**src/rtl/spi_pkg.sv**
```systemverilog
// Shared definitions for the SPI FIFO port block: register map, CTRL/STATUS
// bit positions and the word engine state encoding.
package spi_pkg;

   localparam logic [1:0] ADDR_CTRL   = 2'd0;
   localparam logic [1:0] ADDR_CSEL   = 2'd1;
   localparam logic [1:0] ADDR_STATUS = 2'd2;
   localparam logic [1:0] ADDR_DATA   = 2'd3;

   localparam int unsigned CTRL_W       = 12;
   localparam int unsigned CTRL_DIV_LSB = 0;
   localparam int unsigned CTRL_DIV_MSB = 8;
   localparam int unsigned CTRL_CPOL    = 9;
   localparam int unsigned CTRL_CPHA    = 10;
   localparam int unsigned CTRL_WIDE    = 11;

   localparam int unsigned STAT_BUSY      = 0;
   localparam int unsigned STAT_TX_FULL   = 1;
   localparam int unsigned STAT_RX_EMPTY  = 2;
   localparam int unsigned STAT_TX_OVF    = 3;
   localparam int unsigned STAT_RX_OVR    = 4;
   localparam int unsigned STAT_TXCNT_LSB = 5;
   localparam int unsigned STAT_RXCNT_LSB = 9;

   typedef enum logic [1:0] {
      S_IDLE,
      S_LOAD,
      S_SHIFT,
      S_DONE
   } eng_state_t;

endpackage

```
**src/rtl/spi_word_engine.sv**
```systemverilog
// Serialises one TX word at a time (8 or 16 bits, MSB first) and collects the
// matching RX word; configuration is latched per word at LOAD.
module spi_word_engine
   import spi_pkg::*;
(
   input  logic        clk,
   input  logic        reset,
   input  logic        tx_empty,
   input  logic [15:0] tx_data,
   output logic        tx_pop,
   input  logic [8:0]  cfg_divider,
   input  logic        cfg_cpol,
   input  logic        cfg_cpha,
   input  logic        cfg_wide,
   input  logic        miso,
   output logic        rx_push,
   output logic [15:0] rx_data,
   output logic        sclk,
   output logic        mosi,
   output logic        busy
);
   eng_state_t  state_q;
   logic [8:0]  div_q, div_cnt_q;
   logic        cpha_q, wide_q;
   logic [4:0]  edge_cnt_q;
   logic [15:0] tx_sr_q, rx_sr_q;
   logic        sclk_q, mosi_q, busy_q;

   logic [15:0] tx_aligned;
   logic        sample_edge, last_edge;

   always_comb begin
      tx_aligned  = cfg_wide ? tx_data : {tx_data[7:0], 8'h00};
      // even edge index = leading edge of a bit
      sample_edge = (~edge_cnt_q[0]) ^ cpha_q;
      last_edge   = (edge_cnt_q == (wide_q ? 5'd31 : 5'd15));
   end

   always_ff @(posedge clk or posedge reset) begin
      if (reset) begin
         state_q    <= S_IDLE;
         div_q      <= '0;
         div_cnt_q  <= '0;
         cpha_q     <= 1'b0;
         wide_q     <= 1'b0;
         edge_cnt_q <= '0;
         tx_sr_q    <= '0;
         rx_sr_q    <= '0;
         sclk_q     <= 1'b0;
         mosi_q     <= 1'b0;
         busy_q     <= 1'b0;
      end else begin
         case (state_q)
            S_IDLE: begin
               sclk_q <= cfg_cpol;
               if (!tx_empty) begin
                  state_q <= S_LOAD;
                  busy_q  <= 1'b1;
               end
            end
            S_LOAD: begin
               div_q      <= cfg_divider;
               cpha_q     <= cfg_cpha;
               wide_q     <= cfg_wide;
               sclk_q     <= cfg_cpol;
               div_cnt_q  <= '0;
               edge_cnt_q <= '0;
               rx_sr_q    <= '0;
               if (!cfg_cpha) begin
                  mosi_q  <= tx_aligned[15];
                  tx_sr_q <= tx_aligned << 1;
               end else begin
                  tx_sr_q <= tx_aligned;
               end
               state_q <= S_SHIFT;
            end
            S_SHIFT: begin
               if (div_cnt_q == div_q) begin
                  div_cnt_q  <= '0;
                  sclk_q     <= ~sclk_q;
                  edge_cnt_q <= edge_cnt_q + 5'd1;
                  if (sample_edge) begin
                     rx_sr_q <= {rx_sr_q[14:0], miso};
                  end else if (!last_edge) begin
                     mosi_q  <= tx_sr_q[15];
                     tx_sr_q <= tx_sr_q << 1;
                  end
                  if (last_edge) state_q <= S_DONE;
               end else begin
                  div_cnt_q <= div_cnt_q + 9'd1;
               end
            end
            S_DONE: begin
               if (!tx_empty) begin
                  state_q <= S_LOAD;
               end else begin
                  state_q <= S_IDLE;
                  busy_q  <= 1'b0;
               end
            end
            default: state_q <= S_IDLE;
         endcase
      end
   end

   assign tx_pop  = (state_q == S_LOAD);
   assign rx_push = (state_q == S_DONE);
   assign rx_data = wide_q ? rx_sr_q : {8'h00, rx_sr_q[7:0]};
   assign sclk    = sclk_q;
   assign mosi    = mosi_q;
   assign busy    = busy_q;

endmodule

```
**src/rtl/sync_fifo.sv**
```systemverilog
// Generic synchronous FIFO; head is visible combinationally, push and pop in
// the same cycle both take effect even when full.
module sync_fifo #(
   parameter int unsigned WIDTH = 16,
   parameter int unsigned DEPTH = 4
) (
   input  logic                     clk,
   input  logic                     reset,
   input  logic                     push,
   input  logic [WIDTH-1:0]         push_data,
   input  logic                     pop,
   output logic [WIDTH-1:0]         head,
   output logic                     full,
   output logic                     empty,
   output logic [$clog2(DEPTH):0]   count
);
   localparam int unsigned PW = $clog2(DEPTH);
   localparam logic [PW:0] FULL_CNT = (PW+1)'(DEPTH);

   logic [WIDTH-1:0] mem_q [DEPTH];
   logic [PW-1:0]    wr_ptr_q, wr_ptr_d;
   logic [PW-1:0]    rd_ptr_q, rd_ptr_d;
   logic [PW:0]      count_q, count_d;
   logic             do_push, do_pop;

   always_comb begin
      do_pop   = pop & (count_q != '0);
      do_push  = push & ((count_q != FULL_CNT) | do_pop);
      wr_ptr_d = do_push ? wr_ptr_q + 1'b1 : wr_ptr_q;
      rd_ptr_d = do_pop  ? rd_ptr_q + 1'b1 : rd_ptr_q;
      count_d  = count_q;
      case ({do_push, do_pop})
         2'b10:   count_d = count_q + 1'b1;
         2'b01:   count_d = count_q - 1'b1;
         default: count_d = count_q;
      endcase
   end

   always_ff @(posedge clk) begin
      if (do_push) mem_q[wr_ptr_q] <= push_data;
   end

   always_ff @(posedge clk or posedge reset) begin
      if (reset) begin
         wr_ptr_q <= '0;
         rd_ptr_q <= '0;
         count_q  <= '0;
      end else begin
         wr_ptr_q <= wr_ptr_d;
         rd_ptr_q <= rd_ptr_d;
         count_q  <= count_d;
      end
   end

   assign head  = mem_q[rd_ptr_q];
   assign empty = (count_q == '0);
   assign full  = (count_q == FULL_CNT);
   assign count = count_q;

endmodule

```
**src/rtl/spi_fifo_ports.sv**
```systemverilog
// Bus-mapped SPI master with TX/RX word FIFOs, directly driven chip selects
// and sticky overflow/overrun flags.
module spi_fifo_ports
   import spi_pkg::*;
#(
   parameter int unsigned NUM_CS     = 2,
   parameter int unsigned FIFO_DEPTH = 4
) (
   input  logic              clk,
   input  logic              reset,
   input  logic              cs,
   input  logic [2:1]        data_m_addr,
   input  logic [15:0]       data_m_data_in,
   output logic [15:0]       data_m_data_out,
   input  logic [1:0]        data_m_bytesel,
   input  logic              data_m_wr_en,
   input  logic              data_m_access,
   output logic              data_m_ack,
   input  logic              miso,
   output logic              mosi,
   output logic              sclk,
   output logic [NUM_CS-1:0] ncs
);
   localparam int unsigned CW = $clog2(FIFO_DEPTH) + 1;

   logic [CTRL_W-1:0] ctrl_q, ctrl_d;
   logic [NUM_CS-1:0] ncs_q, ncs_d;
   logic              tx_ovf_q, tx_ovf_d;
   logic              rx_ovr_q, rx_ovr_d;
   logic              ack_q, ack_d;
   logic [15:0]       rdata_q, rdata_d;

   logic              access, wr, rd;
   logic [15:0]       rd_word;
   logic              tx_push, tx_pop, tx_full, tx_empty;
   logic [15:0]       tx_push_data, tx_head;
   logic [CW-1:0]     tx_count;
   logic              rx_push, rx_pop, rx_full, rx_empty;
   logic [15:0]       rx_push_data, rx_head;
   logic [CW-1:0]     rx_count;
   logic              busy;
   logic              unused_bytesel;

   assign unused_bytesel = ^data_m_bytesel;

   always_comb begin
      access   = cs & data_m_access;
      wr       = access & data_m_wr_en;
      rd       = access & ~data_m_wr_en;
      ctrl_d   = ctrl_q;
      ncs_d    = ncs_q;
      tx_ovf_d = tx_ovf_q;
      rx_ovr_d = rx_ovr_q;

      tx_push      = wr & (data_m_addr == ADDR_DATA);
      tx_push_data = ctrl_q[CTRL_WIDE] ? data_m_data_in : {8'h00, data_m_data_in[7:0]};
      rx_pop       = rd & (data_m_addr == ADDR_DATA) & ~rx_empty;

      if (wr) begin
         case (data_m_addr)
            ADDR_CTRL: ctrl_d = data_m_data_in[CTRL_W-1:0];
            ADDR_CSEL: ncs_d  = data_m_data_in[NUM_CS-1:0];
            ADDR_STATUS: begin
               if (data_m_data_in[STAT_TX_OVF]) tx_ovf_d = 1'b0;
               if (data_m_data_in[STAT_RX_OVR]) rx_ovr_d = 1'b0;
            end
            default: ;
         endcase
      end
      // a full FIFO still accepts a word when the other side pops that cycle
      if (tx_push & tx_full & ~tx_pop) tx_ovf_d = 1'b1;
      if (rx_push & rx_full & ~rx_pop) rx_ovr_d = 1'b1;

      rd_word = '0;
      case (data_m_addr)
         ADDR_CTRL: rd_word[CTRL_W-1:0] = ctrl_q;
         ADDR_CSEL: rd_word[NUM_CS-1:0] = ncs_q;
         ADDR_STATUS: begin
            rd_word[STAT_BUSY]              = busy;
            rd_word[STAT_TX_FULL]           = tx_full;
            rd_word[STAT_RX_EMPTY]          = rx_empty;
            rd_word[STAT_TX_OVF]            = tx_ovf_q;
            rd_word[STAT_RX_OVR]            = rx_ovr_q;
            rd_word[STAT_TXCNT_LSB +: 4]    = 4'(tx_count);
            rd_word[STAT_RXCNT_LSB +: 5]    = 5'(rx_count);
         end
         default: rd_word = rx_empty ? '0 : rx_head;
      endcase

      rdata_d = rd ? rd_word : '0;
      ack_d   = access;
   end

   always_ff @(posedge clk or posedge reset) begin
      if (reset) begin
         ctrl_q   <= '0;
         ncs_q    <= '1;
         tx_ovf_q <= 1'b0;
         rx_ovr_q <= 1'b0;
         ack_q    <= 1'b0;
         rdata_q  <= '0;
      end else begin
         ctrl_q   <= ctrl_d;
         ncs_q    <= ncs_d;
         tx_ovf_q <= tx_ovf_d;
         rx_ovr_q <= rx_ovr_d;
         ack_q    <= ack_d;
         rdata_q  <= rdata_d;
      end
   end

   sync_fifo #(.WIDTH(16), .DEPTH(FIFO_DEPTH)) u_tx_fifo (
      .clk       (clk),
      .reset     (reset),
      .push      (tx_push),
      .push_data (tx_push_data),
      .pop       (tx_pop),
      .head      (tx_head),
      .full      (tx_full),
      .empty     (tx_empty),
      .count     (tx_count)
   );

   sync_fifo #(.WIDTH(16), .DEPTH(FIFO_DEPTH)) u_rx_fifo (
      .clk       (clk),
      .reset     (reset),
      .push      (rx_push),
      .push_data (rx_push_data),
      .pop       (rx_pop),
      .head      (rx_head),
      .full      (rx_full),
      .empty     (rx_empty),
      .count     (rx_count)
   );

   spi_word_engine u_engine (
      .clk         (clk),
      .reset       (reset),
      .tx_empty    (tx_empty),
      .tx_data     (tx_head),
      .tx_pop      (tx_pop),
      .cfg_divider (ctrl_q[CTRL_DIV_MSB:CTRL_DIV_LSB]),
      .cfg_cpol    (ctrl_q[CTRL_CPOL]),
      .cfg_cpha    (ctrl_q[CTRL_CPHA]),
      .cfg_wide    (ctrl_q[CTRL_WIDE]),
      .miso        (miso),
      .rx_push     (rx_push),
      .rx_data     (rx_push_data),
      .sclk        (sclk),
      .mosi        (mosi),
      .busy        (busy)
   );

   assign ncs             = ncs_q;
   assign data_m_ack      = ack_q;
   assign data_m_data_out = rdata_q;

endmodule

```
**config.mk**
```make
export PLATFORM = sky130hd
export DESIGN_NAME = spi_fifo_ports
export DESIGN_NICKNAME = d
export VERILOG_FILES = /design/src/rtl/spi_pkg.sv /design/src/rtl/spi_word_engine.sv /design/src/rtl/sync_fifo.sv /design/src/rtl/spi_fifo_ports.sv
export SDC_FILE = /design/constraint.sdc
export NUM_CORES = 1
export LEC_CHECK = 0
export ABC_AREA = 1
export BUFFER_PORTS_ARGS = -buffer_cell sky130_fd_sc_hd__buf_2
export CAP_MARGIN = 20
export CORE_MARGIN = 5
export CORE_UTILIZATION = 45
export CTS_CLUSTER_SIZE = 25
export DETAILED_ROUTE_END_ITERATION = 7
export HOLD_SLACK_MARGIN = 0.08
export SLEW_MARGIN = 30
export SYNTH_ARGS = -nofsm -noshare
export SYNTH_HDL_FRONTEND = slang
export SYNTH_SLANG_ARGS = --single-unit
```
**constraint.sdc**
```tcl
create_clock -name clk -period 3.1 [get_ports clk]
set_clock_uncertainty 0.05 [all_clocks]
set_input_delay 0.31 -clock clk [delete_from_list [all_inputs] [get_ports clk]]
set_output_delay 0.31 -clock clk [all_outputs]
set_load 0.05 [all_outputs]
```
==> results of run 1 <==
critical path, delay by kind of cell:
family / cells / cell delay [ps]
buffers and inverters: 5 / 1540
and+or+nand+nor: 5 / 750
synth_stat cells (6+ instances only):
library cell,instances,share of area
nand2_1,255,0.090
edfxtp_1,128,0.36
dfrtp_1,107,0.25
nand3_1,90,0.042
nor2_1,85,0.030
inv_1,77,0.027
o21ai_0,68,0.032
a21oi_1,27,0.013
buf_2,23,0.011
o21ai_2,21,0.017
xor2_1,19,0.016
ha_1,15,0.018
mux2_2,14,0.015
clkbuf_1,13,0.0046
a211oi_1,8,0.0056
inv_2,7,0.0025
nand2_2,7,0.0041
o22ai_1,7,0.0041
o21ai_1,6,0.0028
cell type report:
class / instances / area [um^2]
Timing Repair Buffer: 85 / 588
Clock inverter: 7 / 61.3
Inverter: 88 / 339
Tap cell: 319 / 399
Multi-Input combinational cell: 662 / 3460
Antenna cell: 1 / 2.50
Fill cell: 2148 / 11200
Sequential cell: 237 / 6570
Clock buffer: 40 / 795
layer usage:
layer,track usage,wire length (um)
met1,0.238,10300
met2,0.312,11700
met3,0.0198,732
met4,0.0564,674
met5,0,0
sequential cells by signal, indices dropped and copies added (netlist names), 5 cells and up:
| name | flops |
|---|---|
| ctrl_q | 12 |
| data_m_data_out | 16 |
| u_engine.div_cnt_q | 9 |
| u_engine.div_q | 9 |
| u_engine.edge_cnt_q | 5 |
| u_engine.rx_sr_q | 16 |
| u_engine.tx_sr_q | 16 |
| u_rx_fifo.mem_q | 64 |
| u_tx_fifo.mem_q | 64 |
power breakdown:
group	total (uW)	switching [uW]	internal, uW
clock	3020	1180	1840
combinational	3980	2720	1260
sequential	4270	380	3890
timing repair:
action | CTS | global route
setup endpoints to repair | 0 | 0
endpoints found under the hold margin | 166 | 0
gates resized for setup | 0 | 0
hold buffers | 19 | 0
worst max path at each step:
stage	end	cells after the start
2_1_floorplan	u_tx_fifo.mem_q[0][0]$_DFFE_PP_	7
3_3_place_gp	u_rx_fifo.mem_q[0][1]$_DFFE_PP_	8
3_5_place_dp	u_rx_fifo.mem_q[1][1]$_DFFE_PP_	8
4_1_cts	u_tx_fifo.mem_q[0][4]$_DFFE_PP_	10
5_1_grt	u_tx_fifo.count[2]$_DFFE_PP0P_	11
6_report	u_tx_fifo.mem_q[1][4]$_DFFE_PP_	10
stage by stage:
step / setup slack [ps] / cell area (um^2)
2_1_floorplan: 783 / 10600
3_3_place_gp: 702 / 11200
3_5_place_dp: 670 / 11200
4_1_cts: 632 / 12200
5_1_grt: 446 / 12200
6_report: 621 / 12200
logic make-up (layout without fill, tap and decap cells):
family / after synthesis / count (layout) / share of synthesized area
other: 0 / 1 / 0
and+or+nand+nor: 457 / 457 / 0.183
AOI/OAI and AO/OA: 149 / 149 / 0.0849
adders and majority gates: 17 / 17 / 0.0214
muxes: 15 / 15 / 0.0158
xor gates and xnor gates: 24 / 24 / 0.0198
DFF: 237 / 237 / 0.618
buffers and inverters: 136 / 220 / 0.0576
==> results.py, run 1 <==
metrics = {
    "synth": {
        "async_reset_ff_frac": 0.460,
        "ys_ff_latch": 237,
        "yosys_warnings": 0,
        "syn_avg_cell_area_um2": 10.3,
        "synth_seq_area_share": 0.618,
        "synth_cells": 1035,
        "synth_edf_count": 128,
        "synth_ff_type": "edfxtp_1",
        "ys_types": 45,
        "syn_nets": 1078,
        "syn_area_um2": 10600,
    },
    "cells_and_area": {
        "finalNetCount": 1143,
        "layout_commonest_cell": "nand2_1",
        "final_core_util": 0.522,
        "instances_no_fill": 1439,
        "area_delta_synth_final_pct": 14.8,
        "layout-drive-gt1-share": 0.153,
        "final_cell_mix": "nand2_1 (255), edfxtp_1 (128), dfrtp_1 (107)",
    },
    "critical_path": {
        "crit_path_start_kind": "primary input",
        "r2r_setup_slack_ps": 990,
        "rr_worst_depth": 5,
        "max_stage_delay_ps": 550,
        "worstPathArrival_ps": 2620,
        "crit_start": "data_m_access",
        "r2r_end": "data_m_data_out[2]$_DFF_PP0_",
        "worstPathRequired_ps": 3240,
        "crit_type": "primary input to register",
        "crit_top_cell": "nand2_1",
        "cpMaxStageDelayCell": "dlygate4sd3_1",
        "endpoint_kind": "register",
        "r2r_start": "u_rx_fifo.rd_ptr_q[1]$_DFFE_PP0N_",
        "cp_max_fo": 16,
        "crit_path_cell_trace": "dlygate4sd3_1, buf_2, nand2_1, dlygate4sd3_1, inv_1, nand2_1, nor2_2, nand2_1, nor2_1, buf_4",
    },
    "run_status": {
        "status": "completed",
    },
    "drt": {
        "wl_per_cell_um": 16.3,
        "drt-total-wl_mm": 23.4,
        "drtAntennaViolNets": 0,
        "route.detailed.drc": 0,
        "dr.pass1.iters": 5,
        "vias_per_cell": 4.96,
        "dr_total_vias": 7141,
        "drt-initial-drc-count": 567,
    },
    "floorplanning": {
        "fp.dieW_um": 164,
        "die_y_um": 164,
        "ioPinCount": 47,
        "fp.dieArea_um2": 26800,
        "start_util": 0.455,
        "rows": 56,
        "fp.coreArea_um2": 23400,
    },
    "power": {
        "power_uw": 11300,
        "ir_worst_vdd_uv": 541,
        "p_leak_uw": 0.00528,
        "power_density_nw_per_um2": 922,
    },
    "run": {
        "drv_cap": 0,
    },
    "clock_network": {
        "cts_buffers": 26,
        "cts-root-buf": "clkbuf_16",
        "clock_sinks": 237,
        "cts_tree": "done",
        "cts_buffer_depth": 3,
        "clkTransAtPathRegs_ps": 60,
        "h-tree-depth": 1,
        "postCtsSetupBuffers": 0,
        "clk_latency_ps": 510,
    },
    "min_path": {
        "hold_start": "data_m_data_in[15]",
        "min_path_cells": 3,
        "min_to": "u_tx_fifo.mem_q[1][15]$_DFFE_PP_",
        "min_path_type": "primary input to register",
    },
    "placed_design": {
        "portBuffers": 44,
        "dp_cells": 1372,
        "place.gp.congestion": 0.844,
        "dpl.hpwl_mm": 15.2,
    },
    "global_routing": {
        "grt_max_degree": 110,
        "antenna_found_initial": 1,
        "grt_pass1_wl_mm": 38.3,
        "first_global_vias": 7160,
        "grt.overflow.total": 0,
        "grt_usage": 0.180,
    },
    "timing": {
        "setup_viol": 0,
        "maxSlewViolCount": 0,
        "fmax_mhz": 403,
        "fin_tns_setup_ps": 0,
        "whs_ps": 114,
        "worst_slew_pin_slew_ps": 637,
        "fin_crit_ps": 2480,
        "period_share": 0.800,
        "finalHoldViolCount": 0,
        "max_slew_margin": 0.575,
        "grt_setup_unrepaired": "no",
    },
}
(Power assumes the default switching activity.)
==> run 2, diff against run 1 <==
==> constraint.sdc (replaced) <==
create_clock -name clk -period 2.1 [get_ports clk]
set_clock_uncertainty 0.05 [all_clocks]
set_input_delay 0.21 -clock clk [delete_from_list [all_inputs] [get_ports clk]]
set_output_delay 0.21 -clock clk [all_outputs]
set_load 0.05 [all_outputs]
==> results.py, run 2 (same netlist as run 1, synthesis figures left out) <==
metrics = {
    "critical_path": {
        "cpMaxStageDelayCell": "dfrtp_1",
        "crit_top_cell": "nand2_1",
        "crit_path_cell_trace": "inv_1, ha_1, buf_6, o21ai_1, nand3_4, clkinv_4, nand2_1, nand2_1",
        "worstPathArrival_ps": 2320,
        "crit_path_start_kind": "register",
        "worstPathRequired_ps": 2450,
        "max_stage_delay_ps": 440,
        "cp_max_fo": 20,
        "endpoint_kind": "register",
        "crit_type": "register to register",
    },
    "timing": {
        "setup_viol": 0,
        "fin_crit_ps": 1970,
        "maxSlewViolCount": 0,
        "worst_slew_pin_slew_ps": 521,
        "period_share": 0.937,
        "finalHoldViolCount": 0,
        "grt_setup_unrepaired": "no",
        "max_slew_margin": 0.652,
        "fmax_mhz": 508,
    },
    "clock_network": {
        "h-tree-depth": 1,
        "clk_latency_ps": 520,
        "postCtsSetupBuffers": 0,
        "cts-root-buf": "clkbuf_16",
        "cts_tree": "done",
        "clkTransAtPathRegs_ps": 60,
        "cts_buffer_depth": 3,
        "cts_buffers": 26,
        "clock_sinks": 237,
    },
    "floorplanning": {
        "start_util": 0.455,
        "die_y_um": 164,
        "fp.coreArea_um2": 23400,
        "fp.dieW_um": 164,
        "ioPinCount": 47,
        "rows": 56,
        "fp.dieArea_um2": 26800,
    },
    "cells_and_area": {
        "diodes": 0,
        "fillers": 2117,
        "final_cell_mix": "nand2_1 (255), edfxtp_1 (128), dfrtp_1 (107)",
        "reg_top3": "u_rx_fifo.mem_q: 64 flops, u_tx_fifo.mem_q: 64 flops",
        "area_delta_synth_final_pct": 17.7,
        "layout-drive-gt1-share": 0.166,
        "instances_no_fill": 1462,
        "layout_commonest_cell": "nand2_1",
        "finalNetCount": 1166,
    },
    "placed_design": {
        "place.gp.congestion": 0.830,
        "dpl.hpwl_mm": 16.1,
        "dp_cells": 1393,
        "portBuffers": 44,
    },
    "global_routing": {
        "grt_max_degree": 34,
        "grt.overflow.total": 0,
        "grt_usage": 0.177,
        "antenna_found_initial": 0,
        "first_global_vias": 7022,
        "grt_pass1_wl_mm": 37.5,
    },
    "drt": {
        "route.detailed.drc": 0,
        "dr_total_vias": 7217,
        "dr.pass1.iters": 5,
        "wl_per_cell_um": 16.0,
        "vias_per_cell": 4.94,
        "drtAntennaViolNets": 0,
        "drt-initial-drc-count": 592,
        "drt-total-wl_mm": 23.3,
    },
    "power": {
        "power_density_nw_per_um2": 1360,
        "p_leak_uw": 0.00541,
        "power_uw": 17000,
        "ir_worst_vdd_uv": 723,
    },
    "run_status": {
        "status": "completed",
    },
    "run": {
        "drv_cap": 0,
    },
    "min_path": {
        "min_path_type": "primary input to register",
    },
}
[run 2: cell count changes in the layout (fill, tap and decap cells not counted), sizes merged]
cell | before | now
clkinv | 9 | 8
dlygate4sd3 | 19 | 21
clkinvlp | 2 | 3
inv | 83 | 84
clkbuf | 40 | 38
buf | 66 | 87
diode | 1 | 0
bufinv | 1 | 3
[run 2: area by class of cell]
cell class                      instances  area (um^2)  share of cell area
Clock buffer                           38          727              0.0580
Clock inverter                         10          131              0.0105
Inverter                               88          339              0.0271
Multi-Input combinational cell        662         3470               0.277
Sequential cell                       237         6570               0.525
Tap cell                              319          399              0.0319
Timing Repair Buffer                  108          895              0.0714
[run 2: report_power, final]
| part | internal [uW] | switching (uW) |
|---|---|---|
| Combinational | 2120 | 4120 |
| Sequential | 5740 | 499 |
| Clock | 2770 | 1750 |
[run 2: worst paths after layout]
path                                                  startpoint                                 to  slack [ps]  depth (start not counted)
worst min-delay path                                data_m_wr_en       data_m_data_out[0]$_DFF_PP0_         110                          5
min in group asynchronous                                  reset  u_tx_fifo.rd_ptr_q[1]$_DFFE_PP0P_         190                          3
worst min register to register  u_engine.tx_sr_q[10]$_DFFE_PP0P_   u_engine.tx_sr_q[10]$_DFFE_PP0P_         430                          2
worst max-delay path             u_engine.state_q[0]$_DFFE_PP0P_   u_engine.tx_sr_q[12]$_DFFE_PP0P_         130                          8
max in group asynchronous                                  reset                 ncs[1]$_DFFE_PP1P_        1130                          4
worst max register to register   u_engine.state_q[0]$_DFFE_PP0P_   u_engine.tx_sr_q[12]$_DFFE_PP0P_         130                          8
[run 2: what timing repair did]
action | CTS | global route
setup endpoints to repair | 0 | 14
hold buffers | 21 | 0
resized for setup | 0 | 1
hold endpoints to repair | 191 | 0
[run 2: worst max-delay path: cells and delay by family, from the launching register on]
family | cells | cell delay (ps)
DFF | 1 | 440
and+or+nand+nor | 3 | 400
buffers and inverters | 3 | 560
adders and majority gates | 1 | 220
AOI/OAI and AO/OA | 1 | 170
[run 2: through the flow]
step	hold slack, ps	TNS, ps	util	setup WS (ps)	area (um^2)
detailed placement	186	0	0.490	82.5	11500
floorplan	259	-13890	-	-217	10700
CTS	87.3	0	0.535	60.7	12500
global placement	188	0	0.490	146	11500
global route	110	0	0.535	18.3	12500
finish	111	0	0.535	132	12500
[run 2: metal layers]
| metal | track usage | wire, um | part of all wire |
|---|---|---|---|
| met2 | 0.310 | 11700 | 0.50 |
| met4 | 0.0442 | 507 | 0.022 |
| met3 | 0.0243 | 862 | 0.037 |
| met1 | 0.235 | 10300 | 0.44 |
| met5 | 0 | 0 | 0 |
==> run 3, diff against run 2 <==
--- a/config.mk
+++ b/config.mk
@@ -13,7 +13,9 @@
 export CTS_CLUSTER_SIZE = 25
 export DETAILED_ROUTE_END_ITERATION = 7
 export HOLD_SLACK_MARGIN = 0.08
+export PLACE_DENSITY_LB_ADDON = 0.12
 export SLEW_MARGIN = 30
 export SYNTH_ARGS = -nofsm -noshare
 export SYNTH_HDL_FRONTEND = slang
 export SYNTH_SLANG_ARGS = --single-unit
+export TNS_END_PERCENT = 1
==> results.py, run 3 (same netlist as run 1, synthesis figures left out) <==
metrics = {
    "run_status": {
        "status": "completed",
    },
    "cells_and_area": {
        "instances_no_fill": 1457,
        "final_cell_mix": "nand2_1 (255), edfxtp_1 (128), dfrtp_1 (107)",
        "area_delta_synth_final_pct": 17.0,
        "finalNetCount": 1160,
        "fillers": 2145,
        "layout-drive-gt1-share": 0.163,
        "design_area_um2": 12400,
        "final_core_util": 0.532,
        "layout_commonest_cell": "nand2_1",
        "reg_top3": "u_rx_fifo.mem_q: 64 flops, u_tx_fifo.mem_q: 64 flops",
    },
    "clock_network": {
        "h-tree-depth": 1,
        "clk_latency_ps": 520,
        "cts_buffers": 26,
        "clkTransAtPathRegs_ps": 60,
        "cts_buffer_depth": 3,
        "cts-root-buf": "clkbuf_16",
        "clock_sinks": 237,
        "cts_tree": "done",
        "postCtsSetupBuffers": 0,
    },
    "global_routing": {
        "grt_pass1_wl_mm": 38.7,
        "antenna_found_initial": 0,
        "grt.overflow.total": 0,
        "grt_usage": 0.183,
        "first_global_vias": 7152,
        "grt_max_degree": 110,
    },
    "timing": {
        "whs_ps": 125,
        "period_share": 0.911,
        "setup_viol": 0,
        "maxSlewViolCount": 0,
        "fin_crit_ps": 1910,
        "finalHoldViolCount": 0,
        "grt_setup_unrepaired": "no",
        "timing.final.ws_setup_ps": 186,
        "fmax_mhz": 523,
        "max_slew_margin": 0.566,
        "worst_slew_pin_slew_ps": 650,
    },
    "drt": {
        "drt-initial-drc-count": 486,
        "drtAntennaViolNets": 0,
        "wl_per_cell_um": 16.2,
        "dr.pass1.iters": 5,
        "drt-total-wl_mm": 23.6,
        "vias_per_cell": 4.95,
        "route.detailed.drc": 0,
        "dr_total_vias": 7216,
    },
    "critical_path": {
        "crit_type": "register to register",
        "crit_path_start_kind": "register",
        "r2r_setup_slack_ps": 190,
        "worstPathArrival_ps": 2260,
        "worstPathRequired_ps": 2440,
        "cp_max_fo": 32,
        "endpoint_kind": "register",
    },
    "placed_design": {
        "dp_cells": 1387,
        "dpl.hpwl_mm": 15.6,
        "pre_cts_ws_ps": 90.6,
        "place.gp.congestion": 0.820,
        "portBuffers": 44,
        "place_area_um2": 11400,
    },
    "floorplanning": {
        "fp.dieW_um": 164,
        "die_y_um": 164,
        "ioPinCount": 47,
        "fp.coreArea_um2": 23400,
        "rows": 56,
        "fp.dieArea_um2": 26800,
        "start_util": 0.455,
    },
    "min_path": {
        "min_path_type": "primary input to register",
    },
    "power": {
        "pwr-share-clk": 0.268,
        "p_leak_uw": 0.00538,
        "combPwrFrac": 0.362,
        "power_density_nw_per_um2": 1360,
        "switching_share": 0.379,
        "ir_worst_vdd_uv": 891,
        "p_sw_uw": 6400,
        "internal_power_uw": 10500,
        "seqPwrFrac": 0.370,
    },
    "run": {
        "drv_cap": 0,
    },
}
-- run 3: changes by cell type in the layout (fill, tap and decap cells not counted), moves of 2 or more --
| cell | previous run | this run |
|---|---|---|
| nor2_2 | 7 | 3 |
| buf_12 | 11 | 9 |
| buf_4 | 31 | 28 |
| nor2_1 | 81 | 85 |
| clkinv_1 | 7 | 10 |
| clkinv_2 | 0 | 5 |
| clkbuf_1 | 10 | 3 |
-- run 3: power by group through the flow --
stage | clock (uW) | combinational [uW] | sequential (uW)
floorplan | 0 | 4820 | 6280
CTS | 4630 | 6250 | 6260
global route | 4830 | 6990 | 6350
detailed placement | 0 | 6200 | 6340
global placement | 0 | 6110 | 6340
finish | 4520 | 6120 | 6250
-- run 3: final timing paths --
| path | end | depth (start not counted) | from |
|---|---|---|---|
| worst min-delay path | data_m_data_out[10]$_DFF_PP0_ | 3 | data_m_addr[2] |
| worst max-delay path | u_engine.rx_sr_q[14]$_DFFE_PP0P_ | 7 | u_engine.state_q[0]$_DFFE_PP0P_ |
| worst min register to register | u_engine.tx_sr_q[9]$_DFFE_PP0P_ | 2 | u_engine.tx_sr_q[9]$_DFFE_PP0P_ |
| worst max register to register | u_engine.rx_sr_q[14]$_DFFE_PP0P_ | 7 | u_engine.state_q[0]$_DFFE_PP0P_ |
| max in group asynchronous | u_engine.edge_cnt_q[4]$_DFFE_PP0P_ | 4 | reset |
| min in group asynchronous | data_m_ack$_DFF_PP0_ | 4 | reset |
-- run 3: final cells by class --
type                    count  area (um^2)  share of cell area
flip-flops and latches    237         6570               0.528
well taps                 319          399              0.0321
multi-input cells         662         3460               0.278
clock buffers              30          687              0.0552
diodes                      1         2.50            0.000201
clock inverters            18          166              0.0134
inverters                  88          339              0.0272
repair buffers            102          821              0.0659
-- run 3: per-stage QoR --
stage / total power (uW) / setup TNS, ps
after floorplan: 11100 / -16740
after global placement: 12400 / 0
after detailed placement: 12500 / 0
after CTS: 17100 / 0
after global routing: 18200 / 0
final: 16900 / 0
-- run 3: metal layers --
metal / track usage / share of wire / routed length [um] / up-vias
li1: - / - / - / 3631
met1: 0.243 / 0.43 / 10200 / 3437
met2: 0.321 / 0.51 / 12000 / 113
met3: 0.0228 / 0.035 / 826 / 35
met4: 0.0480 / 0.022 / 527 / 0
met5: 0 / 0 / 0 / -
-- run 3: critical path, cell delays in order (launching register included) --
cell	delay, ps
dfrtp_1	420
inv_1	100
ha_2	240
buf_4	220
nand2_8	120
nand3_4	330
nand2_1	190
o21ai_2	70
-- run 3: timing repair --
action                                  CTS  global route
endpoints found under the hold margin   191             0
hold buffers                             21             0
resized for setup                         0             1
endpoints found under the setup margin    0            16
